--- src/rtl/servo_pwm_gen_if.sv ---
// Servo PWM bus bundle: period/high-time registers flowing from the register
// block towards the PWM generator, and the pins/wrap strobes coming back.
interface servo_pwm_gen_if #(
   parameter int TW = 23,
   parameter int DW = 18
);
   logic [TW-1:0] T0;
   logic [DW-1:0] D0;
   logic [TW-1:0] T1;
   logic [DW-1:0] D1;
   logic          servo0;
   logic          servo1;
   logic          wrap0;
   logic          wrap1;

   // Register block side: supplies period and high time, observes outputs.
   modport master (
      output T0, D0, T1, D1,
      input  servo0, servo1, wrap0, wrap1
   );

   // PWM generator side.
   modport slave (
      input  T0, D0, T1, D1,
      output servo0, servo1, wrap0, wrap1
   );
endinterface

--- src/rtl/servo_pwm_gen.sv ---
// Two-channel servo PWM generator. Each channel latches its period/high time
// into shadow registers only at period wrap (or every cycle while disabled),
// so register writes never truncate or stretch a pulse in flight.
module servo_pwm_gen #(
   parameter int TW = 23,
   parameter int DW = 18
) (
   input  logic            clk,
   input  logic            resetn,
   servo_pwm_gen_if.slave  bus
);

   logic [TW-1:0] t_in    [2];
   logic [DW-1:0] d_in    [2];
   logic          servo_q [2];
   logic          wrap_q  [2];

   assign t_in[0]    = bus.T0;
   assign d_in[0]    = bus.D0;
   assign t_in[1]    = bus.T1;
   assign d_in[1]    = bus.D1;
   assign bus.servo0 = servo_q[0];
   assign bus.servo1 = servo_q[1];
   assign bus.wrap0  = wrap_q[0];
   assign bus.wrap1  = wrap_q[1];

   generate
      for (genvar gi = 0; gi < 2; gi++) begin : g_chan
         logic [TW-1:0] cnt_reg, cnt_next;
         logic [TW-1:0] ts_reg, ts_next;
         logic [DW-1:0] ds_reg, ds_next;
         logic          servo_reg, servo_next;
         logic          wrap_reg, wrap_next;
         logic          last_cycle;

         // cnt < Ts always holds while running, so Ts-1 cannot underflow here.
         assign last_cycle = (cnt_reg == ts_reg - TW'(1));

         // Next-state: hold disabled and track inputs, or count and reload at wrap.
         always_comb begin
            cnt_next   = cnt_reg;
            ts_next    = ts_reg;
            ds_next    = ds_reg;
            servo_next = 1'b0;
            wrap_next  = 1'b0;
            if (ts_reg == '0) begin
               cnt_next = '0;
               ts_next  = t_in[gi];
               ds_next  = d_in[gi];
            end else begin
               // Output lags the counter by one cycle; high for exactly Ds counts.
               servo_next = (TW'(ds_reg) > cnt_reg);
               if (last_cycle) begin
                  cnt_next  = '0;
                  ts_next   = t_in[gi];
                  ds_next   = d_in[gi];
                  wrap_next = 1'b1;
               end else begin
                  cnt_next = cnt_reg + TW'(1);
               end
            end
         end

         // State register; asynchronous reset drops the pin immediately.
         always_ff @(posedge clk or negedge resetn) begin
            if (!resetn) begin
               cnt_reg   <= '0;
               ts_reg    <= '0;
               ds_reg    <= '0;
               servo_reg <= 1'b0;
               wrap_reg  <= 1'b0;
            end else begin
               cnt_reg   <= cnt_next;
               ts_reg    <= ts_next;
               ds_reg    <= ds_next;
               servo_reg <= servo_next;
               wrap_reg  <= wrap_next;
            end
         end

         assign servo_q[gi] = servo_reg;
         assign wrap_q[gi]  = wrap_reg;
      end
   endgenerate

endmodule
--- src/flat_wrapper.sv ---
// flat-port wrapper written by rule: the top's interface ports become plain ports
module servo_pwm_gen_flat 
#(
   parameter int TW = 23,
   parameter int DW = 18
)
  (clk, resetn, bus_T0, bus_D0, bus_T1, bus_D1, bus_servo0, bus_servo1, bus_wrap0, bus_wrap1);
  servo_pwm_gen_if #(.TW(TW), .DW(DW)) bus_i ();
  input  logic clk;
  input  logic resetn;
  input wire logic [$bits(bus_i.T0)-1:0] bus_T0;
  input wire logic [$bits(bus_i.D0)-1:0] bus_D0;
  input wire logic [$bits(bus_i.T1)-1:0] bus_T1;
  input wire logic [$bits(bus_i.D1)-1:0] bus_D1;
  output wire logic [$bits(bus_i.servo0)-1:0] bus_servo0;
  output wire logic [$bits(bus_i.servo1)-1:0] bus_servo1;
  output wire logic [$bits(bus_i.wrap0)-1:0] bus_wrap0;
  output wire logic [$bits(bus_i.wrap1)-1:0] bus_wrap1;
  assign bus_i.T0 = bus_T0;
  assign bus_i.D0 = bus_D0;
  assign bus_i.T1 = bus_T1;
  assign bus_i.D1 = bus_D1;
  assign bus_servo0 = bus_i.servo0;
  assign bus_servo1 = bus_i.servo1;
  assign bus_wrap0 = bus_i.wrap0;
  assign bus_wrap1 = bus_i.wrap1;
  servo_pwm_gen #(.TW(TW), .DW(DW)) u_core (.clk(clk), .resetn(resetn), .bus(bus_i));
endmodule
--- config.mk ---
export PLATFORM = sky130hd
export DESIGN_NAME = servo_pwm_gen_flat
export DESIGN_NICKNAME = d
export VERILOG_FILES = /design/src/rtl/servo_pwm_gen_if.sv /design/src/rtl/servo_pwm_gen.sv /design/src/flat_wrapper.sv
export SDC_FILE = /design/constraint.sdc
export NUM_CORES = 1
export LEC_CHECK = 0
export BUFFER_PORTS_ARGS = -buffer_cell sky130_fd_sc_hd__buf_2
export CORE_ASPECT_RATIO = 0.75
export CORE_MARGIN = 5
export CORE_UTILIZATION = 57
export DETAILED_ROUTE_END_ITERATION = 6
export PLACE_DENSITY = 0.78
export SETUP_SLACK_MARGIN = 0.2
export SYNTH_ARGS = -nofsm -noshare
export SYNTH_HDL_FRONTEND = slang
export SYNTH_SLANG_ARGS = --single-unit
--- constraint.sdc ---
create_clock -name clk -period 5.5 [get_ports clk]
set_input_delay 1.1 -clock clk [delete_from_list [all_inputs] [get_ports clk]]
set_output_delay 1.1 -clock clk [all_outputs]
set_load 0.01 [all_outputs]
==> impl_metrics.yaml <==
yosys:
  synth.distinct_cells: 63
  synth_area_leaders: "dfrtp_1 41%, mux2_1 7.9%, xnor2_1 7.6%"
  netlist_area_um2: 8000
  syn_inst: 792
  ys_ff_latch: 132
  netlist.area_leader.share: 0.413
  syn_nets: 916
  synth.avg_cell_area_um2: 10.1
  yosysMostFrequentCell: "dfrtp_1"
  yosysWarnings: 0
  synth_edf_count: 0
  synthTopCellsByCount: "132 x dfrtp_1, 87 x nor2_1, 69 x xnor2_1"
  ys.flop_type: "dfrtp_1"
  ys_async_sr_fraction: 1.00
  yosysSeqAreaShare: 0.413
  yosys.area.top_type: "dfrtp_1"
cts:
  cts_max_level: 4
  cts_buffers: 17
  clock_path_buffers: 2
  cts_tree: "built"
  cts_sinks: 132
  ctsResizeCount: 0
  postCtsSetupBuffers: 0
  cts_root_buf: "clkbuf_16"
  clk_latency_ps: 420
  path_clk_slew_ps: 60
  cts_hold_buf: 0
pwr:
  p_per_area_nw_per_um2: 248
  p_leak_nw: 4.22
  vdd_drop_max_mv: 0.195
  power_w: 0.00224
finish:
  syn_to_final_growth_pct: 13.3
  drive_gt1_frac: 0.160
  antennaDiodeCount: 0
  regArea_um2: 3300
  multi_input_area_um2: 4310
  nNetsFinal: 992
  fillers: 1127
global_route:
  first_global_vias: 6212
  antenna_found_initial: 0
  grt_util_all_layers: 0.235
  grt_max_degree: 101
  overflow: 0
  grt_first_pass_wirelength_mm: 31.4
placement:
  gp_congestion: 0.925
  dp_slack_ps: 1430
  place_hpwl_mm: 13.3
  io_buffers: 87
worst_setup_path:
  crit_type: "reg -> reg"
  end_kind: "flop"
  worstPathRequired_ps: 5810
  arrival_ps: 4430
  start_kind: "flop"
  ff2ff_path_depth: 8
  crit_fanout: 62
drt:
  dr.first_iter.drc_count: 581
  wl_per_cell_um: 17.6
  drc: 0
  vias: 6256
  dr.pass1.iters: 5
  routed_wl_mm: 18.6
  routed_via_density: 5.93
  antenna_left: 0
sta:
  final.setup.tns_ps: 0
  hold_violations: 0
  setup_viol: 0
  worst_slack_ps: 1380
  finClkSkew_ps: 7.98
  max-slew-margin-rel: 0.397
  rsz0062_at_grt: "false"
  worst_pin_slew_ps: 905
  finalCritPeriodShare: 0.750
  fmax_mhz: 242
  period_needed_ps: 4120
  slew_viol_final: 0
  hold_ws_ps: 490
floorplanning:
  fp-row-count: 37
  start_util: 0.581
  fp.dieW_um: 147
  coreArea_um2: 13700
  io_pins: 88
  die_h_um: 113
  die_area_um2: 16500
flow_run:
  drv_cap: 0
worst_hold_path:
  whs_path_depth: 1
  min_path_type: "reg -> reg"
outcome:
  run_status: "finished clean"
cells by family (layout without fill, tap and decap cells):
| kind of cell | Yosys count | in the layout | synth area share |
|---|---|---|---|
| buf+inv | 81 | 169 | 0.0474 |
| fa+ha+maj | 40 | 40 | 0.0626 |
| compound gates | 98 | 98 | 0.0895 |
| simple gates | 274 | 274 | 0.183 |
| flops | 132 | 132 | 0.413 |
| mux | 69 | 69 | 0.0966 |
| xor+xnor | 98 | 98 | 0.107 |
worst max-delay path, cell delays in order (launching register included):
cell	delay, ps
dfrtp_1	430
or4_4	590
or4_1	590
or4_4	620
xnor2_1	160
nor4_1	340
nand4_2	220
nand2_4	620
mux2_2	410
final timing paths:
check	start	end	slack [ps]
setup / recovery	u_core.g_chan[0].ts_reg[7]	u_core.g_chan[0].ds_reg[2]	1380
hold / removal	u_core.g_chan[1].ds_reg[0]	u_core.g_chan[1].ds_reg[0]	490
setup reg to reg	u_core.g_chan[0].ts_reg[7]	u_core.g_chan[0].ds_reg[2]	1380
hold reg to reg	u_core.g_chan[1].ds_reg[0]	u_core.g_chan[1].ds_reg[0]	490
max in group asynchronous	resetn	u_core.g_chan[0].ds_reg[2]	3750
min in group asynchronous	resetn	u_core.g_chan[0].ts_reg[2]	770
metal layers:
layer | vias to the layer above | GRT usage | wire (um)
li1 | 2984 | - | -
met1 | 3020 | 0.365 | 9450
met2 | 224 | 0.322 | 7470
met3 | 28 | 0.0545 | 1450
met4 | 0 | 0.0771 | 248
met5 | - | 0 | 0
report_power, final:
group	internal [W]	leakage [nW]	total, W	switching, W
Clock	0.000679	0.273	0.00112	0.000440
Combinational	0.0000554	2.23	0.000114	0.0000586
Sequential	0.000988	1.71	0.00101	0.0000212
Total	0.00172	4.22	0.00224	0.000519
area by class of cell:
| class | count | share of cell area |
|---|---|---|
| Clock buffer | 20 | 0.0493 |
| Inverter | 47 | 0.0195 |
| Clock inverter | 11 | 0.0141 |
| Timing Repair Buffer | 91 | 0.0521 |
| Tap cell | 175 | 0.0242 |
| Multi-Input combinational cell | 579 | 0.476 |
| Sequential cell | 132 | 0.365 |
per-stage QoR:
step	cell area, um2	instances	utilization
floorplan	8000	792	-
global placement	8480	1024	0.617
detailed placement	8480	1024	0.617
CTS	9060	1055	0.659
global route	9060	1055	0.659
finish	9060	1055	0.659
cells in the final DEF, fill, tap and decap left out, drive strengths merged, types with 6 or more instances in the layout:
cell type / count
o21a: 8
nor3: 24
mux2: 65
clkbuf: 20
buf: 91
nand2: 31
xnor2: 69
a31oi: 9
xor2: 29
inv: 50
nand4: 28
or3: 7
and3: 11
a21oi: 15
nand3: 20
or4: 13
o21ai: 15
nor2: 87
a21o: 7
nand2b: 6
dfrtp: 132
a22o: 15
nor2b: 7
ha: 40
nor4: 19
Note: power is estimated with default switching activity, not from simulation.
